### src/rtl/alu_exec_stage_pkg.sv
// Shared definitions for the ALU execute stage: opcode constants,
// occupancy state encoding and buffered entry layout.
package alu_exec_stage_pkg;

    // ALU opcodes, shared with the alu and the decode stage
    localparam logic [2:0] OC_ADD = 3'd0;
    localparam logic [2:0] OC_SUB = 3'd1;
    localparam logic [2:0] OC_MUL = 3'd2;
    localparam logic [2:0] OC_DIV = 3'd3;
    localparam logic [2:0] OC_NOT = 3'd4;
    localparam logic [2:0] OC_XOR = 3'd5;
    localparam logic [2:0] OC_OR  = 3'd6;
    localparam logic [2:0] OC_AND = 3'd7;

    // Elastic buffer occupancy
    typedef enum logic [1:0] {
        ST_EMPTY = 2'd0,
        ST_ONE   = 2'd1,
        ST_FULL  = 2'd2
    } occ_state_t;

    // A buffered entry is {f, oc, dz}: DATA_WIDTH + 3 + 1 bits
    localparam int ENTRY_EXTRA_W = 4;

endpackage : alu_exec_stage_pkg

### src/rtl/alu_exec_stage_alu.sv
// Combinational ALU. Results are truncated to DATA_WIDTH; division is
// unsigned and a zero divisor yields a zero result.
module alu_exec_stage_alu
    import alu_exec_stage_pkg::*;
#(
    parameter int DATA_WIDTH = 16
) (
    input  logic [2:0]            i_oc,
    input  logic [DATA_WIDTH-1:0] i_a,
    input  logic [DATA_WIDTH-1:0] i_b,
    output logic [DATA_WIDTH-1:0] o_f
);

    logic w_b_zero;

    assign w_b_zero = (i_b == {DATA_WIDTH{1'b0}});

    // Evaluate the selected operation on the two operands
    always_comb begin
        o_f = {DATA_WIDTH{1'b0}};
        case (i_oc)
            OC_ADD:  o_f = i_a + i_b;
            OC_SUB:  o_f = i_a - i_b;
            OC_MUL:  o_f = i_a * i_b;
            OC_DIV: begin
                if (w_b_zero) begin
                    o_f = {DATA_WIDTH{1'b0}};
                end else begin
                    o_f = i_a / i_b;
                end
            end
            OC_NOT:  o_f = ~i_a;
            OC_XOR:  o_f = i_a ^ i_b;
            OC_OR:   o_f = i_a | i_b;
            OC_AND:  o_f = i_a & i_b;
            default: o_f = {DATA_WIDTH{1'b0}};
        endcase
    end

endmodule : alu_exec_stage_alu

### src/rtl/alu_exec_stage.sv
// Registered execute stage: evaluates requests through the ALU and holds
// results in a 2-entry elastic buffer (output register + skid register),
// giving registered outputs, full throughput and a registered in_ready.
module alu_exec_stage
    import alu_exec_stage_pkg::*;
#(
    parameter int DATA_WIDTH  = 16,
    parameter int COUNT_WIDTH = 16
) (
    input  logic                   clk,
    input  logic                   rst_n,
    input  logic                   flush,
    input  logic                   in_valid,
    output logic                   in_ready,
    input  logic [2:0]             in_oc,
    input  logic [DATA_WIDTH-1:0]  in_a,
    input  logic [DATA_WIDTH-1:0]  in_b,
    output logic                   out_valid,
    input  logic                   out_ready,
    output logic [DATA_WIDTH-1:0]  out_f,
    output logic [2:0]             out_oc,
    output logic                   out_dz,
    output logic [COUNT_WIDTH-1:0] ops_count
);

    localparam int ENTRY_W = DATA_WIDTH + ENTRY_EXTRA_W;

    occ_state_t             r_state;
    logic                   r_out_valid;
    logic                   r_in_ready;
    logic [ENTRY_W-1:0]     r_out_entry;
    logic [ENTRY_W-1:0]     r_skid_entry;
    logic                   r_skid_valid;
    logic [COUNT_WIDTH-1:0] r_ops_count;

    logic [DATA_WIDTH-1:0]  w_alu_f;
    logic                   w_dz;
    logic [ENTRY_W-1:0]     w_entry;
    logic                   w_accept;
    logic                   w_release;

    alu_exec_stage_alu #(
        .DATA_WIDTH (DATA_WIDTH)
    ) u_alu (
        .i_oc (in_oc),
        .i_a  (in_a),
        .i_b  (in_b),
        .o_f  (w_alu_f)
    );

    assign w_dz      = (in_oc == OC_DIV) && (in_b == {DATA_WIDTH{1'b0}});
    assign w_entry   = {w_alu_f, in_oc, w_dz};
    assign w_accept  = in_valid && r_in_ready;
    assign w_release = r_out_valid && out_ready;

    // Occupancy FSM: moves entries through output and skid registers
    always_ff @(posedge clk or negedge rst_n) begin
        if (!rst_n) begin
            r_state      <= ST_EMPTY;
            r_out_valid  <= 1'b0;
            r_in_ready   <= 1'b1;
            r_out_entry  <= {ENTRY_W{1'b0}};
            r_skid_entry <= {ENTRY_W{1'b0}};
            r_skid_valid <= 1'b0;
        end else if (flush) begin
            // Drops everything buffered and any request accepted this cycle
            r_state      <= ST_EMPTY;
            r_out_valid  <= 1'b0;
            r_in_ready   <= 1'b1;
            r_skid_entry <= {ENTRY_W{1'b0}};
            r_skid_valid <= 1'b0;
        end else begin
            case (r_state)
                ST_EMPTY: begin
                    if (w_accept) begin
                        r_out_entry <= w_entry;
                        r_out_valid <= 1'b1;
                        r_state     <= ST_ONE;
                    end
                    r_in_ready <= 1'b1;
                end
                ST_ONE: begin
                    case ({w_accept, w_release})
                        2'b11: begin
                            r_out_entry <= w_entry;
                            r_in_ready  <= 1'b1;
                        end
                        2'b10: begin
                            r_skid_entry <= w_entry;
                            r_skid_valid <= 1'b1;
                            r_state      <= ST_FULL;
                            r_in_ready   <= 1'b0;
                        end
                        2'b01: begin
                            r_out_valid <= 1'b0;
                            r_state     <= ST_EMPTY;
                            r_in_ready  <= 1'b1;
                        end
                        default: begin
                            r_in_ready <= 1'b1;
                        end
                    endcase
                end
                ST_FULL: begin
                    if (w_release) begin
                        r_out_entry  <= r_skid_entry;
                        r_skid_valid <= 1'b0;
                        r_state      <= ST_ONE;
                        r_in_ready   <= 1'b1;
                    end else begin
                        r_in_ready <= 1'b0;
                    end
                end
                default: begin
                    r_state      <= ST_EMPTY;
                    r_out_valid  <= 1'b0;
                    r_in_ready   <= 1'b1;
                    r_skid_valid <= 1'b0;
                end
            endcase
        end
    end

    // Retired-operation counter; a release in a flush cycle still counts
    always_ff @(posedge clk or negedge rst_n) begin
        if (!rst_n) begin
            r_ops_count <= {COUNT_WIDTH{1'b0}};
        end else if (w_release) begin
            r_ops_count <= r_ops_count + {{(COUNT_WIDTH-1){1'b0}}, 1'b1};
        end else begin
            r_ops_count <= r_ops_count;
        end
    end

    assign in_ready  = r_in_ready;
    assign out_valid = r_out_valid;
    assign out_f     = r_out_entry[ENTRY_W-1 -: DATA_WIDTH];
    assign out_oc    = r_out_entry[3:1];
    assign out_dz    = r_out_entry[0];
    assign ops_count = r_ops_count;

endmodule : alu_exec_stage

### config.mk
export PLATFORM = sky130hd
export DESIGN_NAME = alu_exec_stage
export DESIGN_NICKNAME = d
export VERILOG_FILES = /design/src/rtl/alu_exec_stage_pkg.sv /design/src/rtl/alu_exec_stage_alu.sv /design/src/rtl/alu_exec_stage.sv
export SDC_FILE = /design/constraint.sdc
export NUM_CORES = 1
export LEC_CHECK = 0
export ABC_AREA = 1
export CELL_PAD_IN_SITES_DETAIL_PLACEMENT = 1
export CELL_PAD_IN_SITES_GLOBAL_PLACEMENT = 2
export CORE_AREA = 5 5 229 231
export CTS_CLUSTER_DIAMETER = 40
export CTS_CLUSTER_SIZE = 10
export DETAILED_ROUTE_END_ITERATION = 8
export DIE_AREA = 0 0 234 236
export HOLD_SLACK_MARGIN = 0.08
export PLACE_DENSITY_LB_ADDON = 0.1
export RECOVER_POWER = 50
export SYNTH_ARGS = -nofsm -noshare
export SYNTH_HDL_FRONTEND = slang
export SYNTH_SLANG_ARGS = --single-unit
### constraint.sdc
create_clock -name clk -period 2.1 [get_ports clk]
set_input_delay 0.42 -clock clk [delete_from_list [all_inputs] [get_ports clk]]
set_output_delay 0.42 -clock clk [all_outputs]
set_load 0.01 [all_outputs]
# [Yosys cells after proc, flatten, opt, wreduce, memory -nomap -nowiden]
# Index checks and enable logic that the tools add are counted.
[classes] n_addsub=3 mul=1 n_div=1 n_eq_ne=20 n_mux=22 bitwise=5 reduce_logical=13
[ops] op="one-hot mux 16 bit (8 select lines)" count=1
[ops] op="2-to-1 mux 20 bit" count=6
[ops] op="one-hot mux 20 bit (3 select lines)" count=1
[ops] op="adder 16 x 1 -> 16 bit (second input constant)" count=1
[ops] op="adder 16 bit" count=1
[ops] op="bitwise AND 16 bit" count=1
[ops] op="divider 16 x 16 -> 16 bit" count=1
[ops] op="zero test 16 bit" count=1
[ops] op="multiplier 16 x 16 -> 16 bit" count=1
[ops] op="2-to-1 mux 16 bit" count=1
[ops] op="NOT 16 bit" count=1
[ops] op="OR 16 bit" count=1
[ops] op="subtractor 16 bit" count=1
[ops] op="bitwise XOR 16 bit" count=1
[ops] op="== test 3 bit (second input constant)" count=4
[ops] op="== test 2 bit (second input constant)" count=3
[ops] op="== test 3 x 2 -> 1 bit (second input constant)" count=2
[ops] op="2-to-1 mux 1 bit" count=6
[ops] op="2-to-1 mux 2 bit" count=3
[ops] op="!= test 2 bit (second input constant)" count=3
[ops] op="!= test 3 bit (second input constant)" count=2
[ops] op="one-hot mux 2 bit (3 select lines)" count=1
[ops] op="AND reduction 3 bit" count=2
[ops] op="AND reduction 5 bit" count=1
[ops] op="other kinds (15)" count=19
[totals] reg_bits=60 inputBits=40

# [Logic depth before layout (Yosys ltp)]
# Gate-level depths: netlist (run 1).
[logic_depth] depth_word=6 depth_mapped=239

# [Hierarchy]
# Synthesis (run 1) repeated with hierarchy kept, for this count alone.
[hier_totals] hier_cells=2426 area_unflattened_um2=16403.2
[by_module_without_submodules] mod="alu_exec_stage_alu" instances=1 cells_each=2074 area_each_um2=13382.8
[by_module_without_submodules] mod="alu_exec_stage" instances=1 cells_each=352 area_each_um2=3020.4

# [Worst setup path after synthesis (run 1)]
# Ideal clock, no wire load.
[synth_path] path_kind="input port to flip-flop" startpoint="in in_b[0]" endpoint="reg r_out_entry[4]" setup_ns=0.124 arrival_ns=23.744 slack_ns=-21.768 stages=230 n_path_buf=4 path_cell_list="inv_1 ha_1 inv_1 nor2_1 nand2_1 nor2_1 o21ai_0 nand3_1 and2_1 ha_1 o21a_1 nor2_1 nand3b_4 o21ai_2 inv_1 ha_1 a21oi_1 o22ai_1 (+194 left out) o21ai_1 ha_1 a21oi_1 nor2_1 o21a_1 o21a_1 o21a_1 o21a_1 o21ai_0 nand2_1 a21oi_1 o21ai_0 nand2_1 nand2_1 a21oi_1 nand2_1 o211ai_1 nand2_1"
[synth_via] elab_chain_len=5
[synth_rtl] element="from (decl)" line_no="alu_exec_stage.sv:17" source="input logic [DATA_WIDTH-1:0] in_b,"
[synth_rtl] element="divider 16 x 16 -> 16 bit or zero test 16 bit (tied branches)" line_no="alu_exec_stage_alu.sv:29, alu_exec_stage_alu.sv:16"
[synth_rtl] element="2-to-1 mux 16 bit" line_no="alu_exec_stage_alu.sv:26" source="if (w_b_zero) begin"
[synth_rtl] element="one-hot mux 16 bit (8 select lines) *" line_no="alu_exec_stage_alu.sv:21" source="case (i_oc)"
[synth_rtl] element="2-to-1 mux 20 bit, on equally long branches" line_no="alu_exec_stage.sv:83, alu_exec_stage.sv:75"
[synth_rtl] element="one-hot mux 20 bit (3 select lines) *" line_no="alu_exec_stage.sv:73" source="case (r_state)"
[synth_rtl] element="to (signal assigned)" line_no="alu_exec_stage.sv:76" source="r_out_entry <= w_entry;"
[synth_rtl] element="to (signal assigned)" line_no="alu_exec_stage.sv:85" source="r_out_entry <= w_entry;"
[synth_rtl] element="to (signal assigned)" line_no="alu_exec_stage.sv:106" source="r_out_entry <= r_skid_entry;"
[synth_rtl] element="to (decl)" line_no="alu_exec_stage.sv:31" source="logic [ENTRY_W-1:0] r_out_entry;"
# Mark *: on every way between the ends. The rest lies on a longest branch, timed or not. The select of a mux whose other input is x is not followed.
# A chain may end at the register's enable or synchronous reset.

# [Worst setup path after layout (run 1)]
[layout_path] startpoint="in in_b[2]" endpoint="reg r_out_entry[4]"
[layout_via] elab_chain_len=5
[layout_rtl] element="divider 16 x 16 -> 16 bit or zero test 16 bit (tied branches)" line_no="alu_exec_stage_alu.sv:29, alu_exec_stage_alu.sv:16"
[layout_rtl] element="2-to-1 mux 16 bit *" line_no="alu_exec_stage_alu.sv:26"
[layout_rtl] element="one-hot mux 16 bit (8 select lines) *" line_no="alu_exec_stage_alu.sv:21"
[layout_rtl] element="2-to-1 mux 20 bit, on equally long branches" line_no="alu_exec_stage.sv:83, alu_exec_stage.sv:75"
[layout_rtl] element="one-hot mux 20 bit (3 select lines) *" line_no="alu_exec_stage.sv:73"
# Marks and branches as above.

==> results of run 1 <==
cells in the final DEF (no fill, tap or decap), drive strengths merged, types with 3 or more instances in the layout:
cell type / count
clkbuf: 26
a31oi: 4
nor4: 9
xnor2: 42
nor2: 113
a211oi: 11
inv: 448
clkinv: 4
dlymetal6s2s: 7
o21ai: 135
o211ai: 11
a2111oi: 3
o2111ai: 5
or2: 44
nand2: 640
nor3: 22
dfrtp: 59
xor2: 67
o22ai: 25
a21o: 8
nand4: 17
a221oi: 9
ha: 241
clkdlybuf4s15: 3
and2: 22
fa: 81
a21boi: 5
o21a: 11
a21oi: 101
buf: 884
clkdlybuf4s50: 44
o221ai: 6
nand3: 139
bufinv: 3
o21bai: 10
what timing repair did:
item,CTS,global route
resized for setup,272,336
buffers inserted,96,95
cloned,2,0
pin swaps,85,237
setup endpoints to repair,34,38
stage by stage:
stage               instances  power (mW)
finish                   3952        18.8
global route             3952        20.3
detailed placement       3751        13.9
global placement         3751        13.5
floorplan                2379        8.39
CTS                      3865        17.0
cell type report:
class / instances / area share (%)
clock buffer: 12 / 0.951
clock inverter: 4 / 0.353
sequential: 60 / 5.57
timing repair buffer: 952 / 29.1
inverter: 453 / 6.45
multi-input combinational: 1799 / 54.5
tap: 672 / 3.12
sequential cells by signal, indices dropped and copies added (netlist names):
name	cells
r_out_entry	20
r_skid_entry	20
ops_count	16
r_state	2
in_ready	1
out_valid	1
worst max-delay path, delay by kind of cell:
kind / cells / cell delay, ns
buffers and inverters: 23 / 2.44
AO/OA/AOI/OAI: 55 / 7.27
XOR/XNOR: 1 / 0.14
AND/OR/NAND/NOR: 121 / 10.05
adder cells (fa/ha/maj): 15 / 3.93
synthesized netlist by cell type (all sizes together) (3+ instances only):
cell	n	share of area, %
nand2	639	16
inv	450	10
ha	241	18
nand3	139	5.9
o21ai	135	4.5
nor2	113	2.9
a21oi	101	3.4
fa	81	9.9
xor2	67	3.6
dfrtp	59	9.0
clkbuf	51	1.6
or2	44	1.7
xnor2	42	2.2
o22ai	25	0.96
and2	22	0.84
nor3	22	0.74
nand4	17	0.65
buf	16	0.87
a211oi	11	0.50
o211ai	11	0.60
o21a	11	0.50
o21bai	10	0.64
a221oi	9	0.48
nor4	9	0.34
a21o	8	0.41
o221ai	6	0.32
a21boi	5	0.34
o2111ai	5	0.27
a31oi	4	0.15
a2111oi	3	0.16
clkinv	3	0.069
metal layers:
layer	vias up	GRT usage, %
li1	9385	-
met1	9673	33.8
met2	309	48.6
met3	125	2.72
met4	4	6.37
met5	-	0
final timing paths:
| path | from | to | slack (ns) |
|---|---|---|---|
| max in group asynchronous | rst_n | r_skid_entry[7] | 0.65 |
| worst max register to register | r_state[0] | r_out_entry[14] | 0.17 |
| min in group asynchronous | rst_n | ops_count[3] | 0.54 |
| worst min-delay path | ops_count[15] | ops_count[15] | 0.48 |
| worst min register to register | ops_count[15] | ops_count[15] | 0.48 |
| worst max-delay path | in_b[2] | r_out_entry[4] | -21.99 |
logic make-up after synthesis:
family	count (synthesis)	synth area share, %
AO/OA/AOI/OAI	355	13.9
flip-flops	60	9.18
XOR/XNOR	109	5.83
adder cells (fa/ha/maj)	322	28.3
AND/OR/NAND/NOR	1012	29.9
buffers and inverters	521	12.9
power by group through the flow:
stage / clock, mW / sequential, mW / combinational (mW)
6_report: 1.73 / 1.69 / 15.4
5_1_grt: 1.82 / 1.73 / 16.7
4_1_cts: 1.76 / 1.69 / 13.5
3_5_place_dp: 0 / 1.70 / 12.2
3_3_place_gp: 0 / 1.69 / 11.8
2_1_floorplan: 0 / 1.75 / 6.65
==> impl_metrics.yaml, run 1 <==
yosys:
  ys_ff_latch: 60
  syn_area_mm2: 0.0164
  ys_types: 73
  syn_nets: 2741
  yosysSeqAreaShare_pct: 9.18
  synth_edf_count: 0
  synth_warnings: 0
  syn_area_per_cell_um2: 6.88
  syn_inst: 2379
  synth-main-ff-cell: "dfrtp_1"
  ys_async_sr_fraction_pct: 100
cts:
  cts_buffers: 9
  clk_path_buf_depth: 2
  hold_buffers: 0
  numClockSinks: 60
  path_clk_slew_ns: 0.06
  clock_latency_ns: 0.33
  cts_root_buffer: "clkbuf_16"
  cts_tree: "yes"
  cts_max_level: 3
sta:
  rsz0062_at_grt: "yes"
  fmax_mhz: 41.5
  holdWs_ns: 0.482
  fin_crit_sh_pct: 1150
  finalSetupViolCount: 33
  fin_tns_setup_ns: -328.50
  worst-slew-pin-transition_ns: 1.51
  finalCriticalPeriod_ns: 24.09
  finalHoldViolations: 0
  slew_headroom_pct: -0.389
  setup_ws_ns: -21.99
  final_max_slew_viol_count: 60
  skew_ns: 0.00609
setup_path:
  cp_common_cell: "nand2_2"
  start_kind: "primary input"
  rr_worst_depth: 9
  path_class: "in -> reg"
  endpoint_kind: "flop"
  cp.arrival_ns: 24.31
  cp_max_fo: 7
  max_stage_delay_ns: 0.40
  worst_ep_required_time_ns: 2.31
  critPathSlowestCell: "o41ai_4"
route:
  wl_um: 79100
  wl_per_cell_um: 20.0
  via_per_inst: 4.93
  drtAntennaViolNets: 0
  wl_met3_um: 2740
  wl_met2_um: 40200
  wl_met1_um: 33900
  via_count: 19500
  drc_errors: 0
  drt-initial-drc-count: 853
  top_layer: "met5"
  drtPass1Iterations: 5
global_routing:
  grt_pass1_vias: 20900
  track_usage_pct: 26.7
  grt_overflow: 0
  antenna_found_initial: 2
  grt_max_degree: 61
  grt_pass1_wl_um: 116000
finish:
  fin_util_pct: 54.1
  seq_area_mm2: 0.00150
  area_delta_synth_final_pct: 64.7
  drive_gt1_share_pct: 46.2
  multiInputGateArea_mm2: 0.0147
  fin_area_mm2: 0.0270
  fin_nets: 3637
  antenna_cells: 0
  nFillCells: 6234
run_status:
  violations: "capacitance limit, slew limit, setup timing"
  status: "complete, but fails checks"
place:
  placed_cell_area_mm2: 0.0232
  hpwl_um: 59400
  place_ws_ns: -23.33
  gp_congestion: 0.948
  portBuffers: 77
floorplanning:
  die_y_um: 236
  initial_core_util_pct: 32.8
  boundaryPins: 78
  die_w_um: 234
  core-area_mm2: 0.0499
  std_cell_rows: 82
  die-area_mm2: 0.0552
power_and_ir_drop:
  p_seq_share_pct: 9.0
  power_density_mw_per_mm2: 696
  peakVddDrop_mv: 0.977
  cellInternalPower_mw: 10.2
  comb_power_share_pct: 81.8
  leakagePower_nw: 14.3
  p_clk_share_pct: 9.2
  sw_frac_of_total_pct: 45.9
  switchingPower_mw: 8.61
job:
  maxCapViolations: 1
hold_path:
  min_path_type: "reg -> reg"
  min_path_cells: 1
Power figures use the tool's default switching activity.
==> inputs of run 2 (changes only) <==
ABC_CLOCK_PERIOD_IN_PS = 2100   (was unset)
==> results of run 2 <==
The final DEF is identical to that of run 1; final timing and power are the same.
==> inputs of run 3 (changes only) <==
RECOVER_POWER = 25   (was 50)
==> run 3 against run 2 <==
Largest power group unchanged. Via count about the same. Non-clock buffer count unchanged. Critical endpoint unchanged. The run still ends with capacitance limit, slew limit, setup timing left. Critical path depth unchanged.
==> impl_metrics.yaml, run 3 (same netlist as run 1, synthesis figures left out) <==
run_status:
  status: "complete, but fails checks"
  violations: "capacitance limit, slew limit, setup timing"
setup_path:
  cp.arrival_ns: 24.30
  path_class: "in -> reg"
  worst_ep_required_time_ns: 2.31
  max_stage_delay_ns: 0.40
  cp_max_fo: 7
  endpoint_kind: "flop"
  start_kind: "primary input"
  cp_common_cell: "nand2_2"
  critPathSlowestCell: "o41ai_4"
finish:
  fin_nets: 3637
  seq_area_mm2: 0.00150
  area_delta_synth_final_pct: 64.8
  final_common_cell: "buf_4"
  fin_cells: 3952
  antenna_cells: 0
  multiInputGateArea_mm2: 0.0147
  fin_area_mm2: 0.0270
  drive_gt1_share_pct: 46.2
  layout_common_cells: "buf_4, nand2_1, inv_1"
  nFillCells: 6234
power_and_ir_drop:
  power_density_mw_per_mm2: 696
  peakVddDrop_mv: 0.977
  finalPower_mw: 18.8
  leakagePower_nw: 14.3
job:
  maxCapViolations: 1
place:
  placed_cell_area_mm2: 0.0232
  gp_congestion: 0.948
  place_ws_ns: -23.33
  hpwl_um: 59400
  dp_cells: 3751
  portBuffers: 77
sta:
  fin_tns_setup_ns: -328.49
  fin_crit_sh_pct: 1150
  finalHoldViolations: 0
  skew_ns: 0.00609
  worst-slew-pin-transition_ns: 1.51
  slew_headroom_pct: -0.388
  finalSetupViolCount: 33
  setup_ws_ns: -21.99
  rsz0062_at_grt: "yes"
  finalCriticalPeriod_ns: 24.09
  final_max_slew_viol_count: 60
  fmax_mhz: 41.5
route:
  via_per_inst: 4.93
  wl_um: 79100
  wl_per_cell_um: 20.0
  drtAntennaViolNets: 0
  drtPass1Iterations: 5
  drt-initial-drc-count: 855
  via_count: 19500
  drc_errors: 0
cts:
  path_clk_slew_ns: 0.06
  cts_max_level: 3
  clk_path_buf_depth: 2
  numClockSinks: 60
  clock_latency_ns: 0.33
  cts_tree: "yes"
  cts_root_buffer: "clkbuf_16"
  cts_buffers: 9
floorplanning:
  std_cell_rows: 82
  boundaryPins: 78
  initial_core_util_pct: 32.8
  die_w_um: 234
  die-area_mm2: 0.0552
  core-area_mm2: 0.0499
  die_y_um: 236
hold_path:
  min_path_type: "reg -> reg"
global_routing:
  grt_pass1_wl_um: 116000
  grt_overflow: 0
  antenna_found_initial: 2
  grt_pass1_vias: 20900
  grt_max_degree: 61
  track_usage_pct: 26.7
[run 3: critical path: cells and delay by family]
family	cells	cell delay [ns]
compound gates	55	7.27
xor+xnor	1	0.14
fa+ha+maj	15	3.93
buf+inv	23	2.44
simple gates	121	10.05
[run 3: routing by layer]
metal / wire, um / global-route usage (%) / up-vias
li1: - / - / 9385
met1: 33900 / 33.8 / 9675
met2: 40200 / 48.6 / 309
met3: 2740 / 2.72 / 125
met4: 2280 / 6.37 / 4
met5: 22 / 0 / -
[run 3: report_power, final]
part	leakage (nW)	switching, mW	internal [mW]
sequential	0.784	0.227	1.46
clock	0.173	0.510	1.22
combinational	13.4	7.88	7.48
total	14.3	8.61	10.2
[run 3: repair_timing]
item	4_1_cts	5_1_grt
endpoints found under the setup margin	34	38
pin swaps	85	237
gates resized for setup	272	336
gates cloned	2	0
hold buffers	0	0
setup buffers	96	95
[run 3: layout make-up]
type | instances | share of cell area, %
sequential | 60 | 5.57
clock buffer | 12 | 0.951
inverter | 453 | 6.44
tap | 672 | 3.12
clock inverter | 4 | 0.353
timing repair buffer | 952 | 29.1
multi-input combinational | 1799 | 54.5
[run 3: worst paths after layout]
check	from	endpoint	slack (ns)	depth (start not counted)
max in group asynchronous	rst_n	r_skid_entry[7]	0.65	2
min in group asynchronous	rst_n	ops_count[3]	0.54	2
min	ops_count[15]	ops_count[15]	0.48	1
max	in_b[2]	r_out_entry[4]	-21.99	215
min reg2reg	ops_count[15]	ops_count[15]	0.48	1
max reg2reg	r_state[0]	r_out_entry[14]	0.17	9
[run 3: stage by stage]
step | hold WS [ns] | util, %
final | 0.482 | 54.1
after global routing | 0.520 | 54.1
after CTS | 0.102 | 50.6
after detailed placement | 0.455 | 46.5
after global placement | 0.453 | 46.5
after floorplan | 0.124 | -
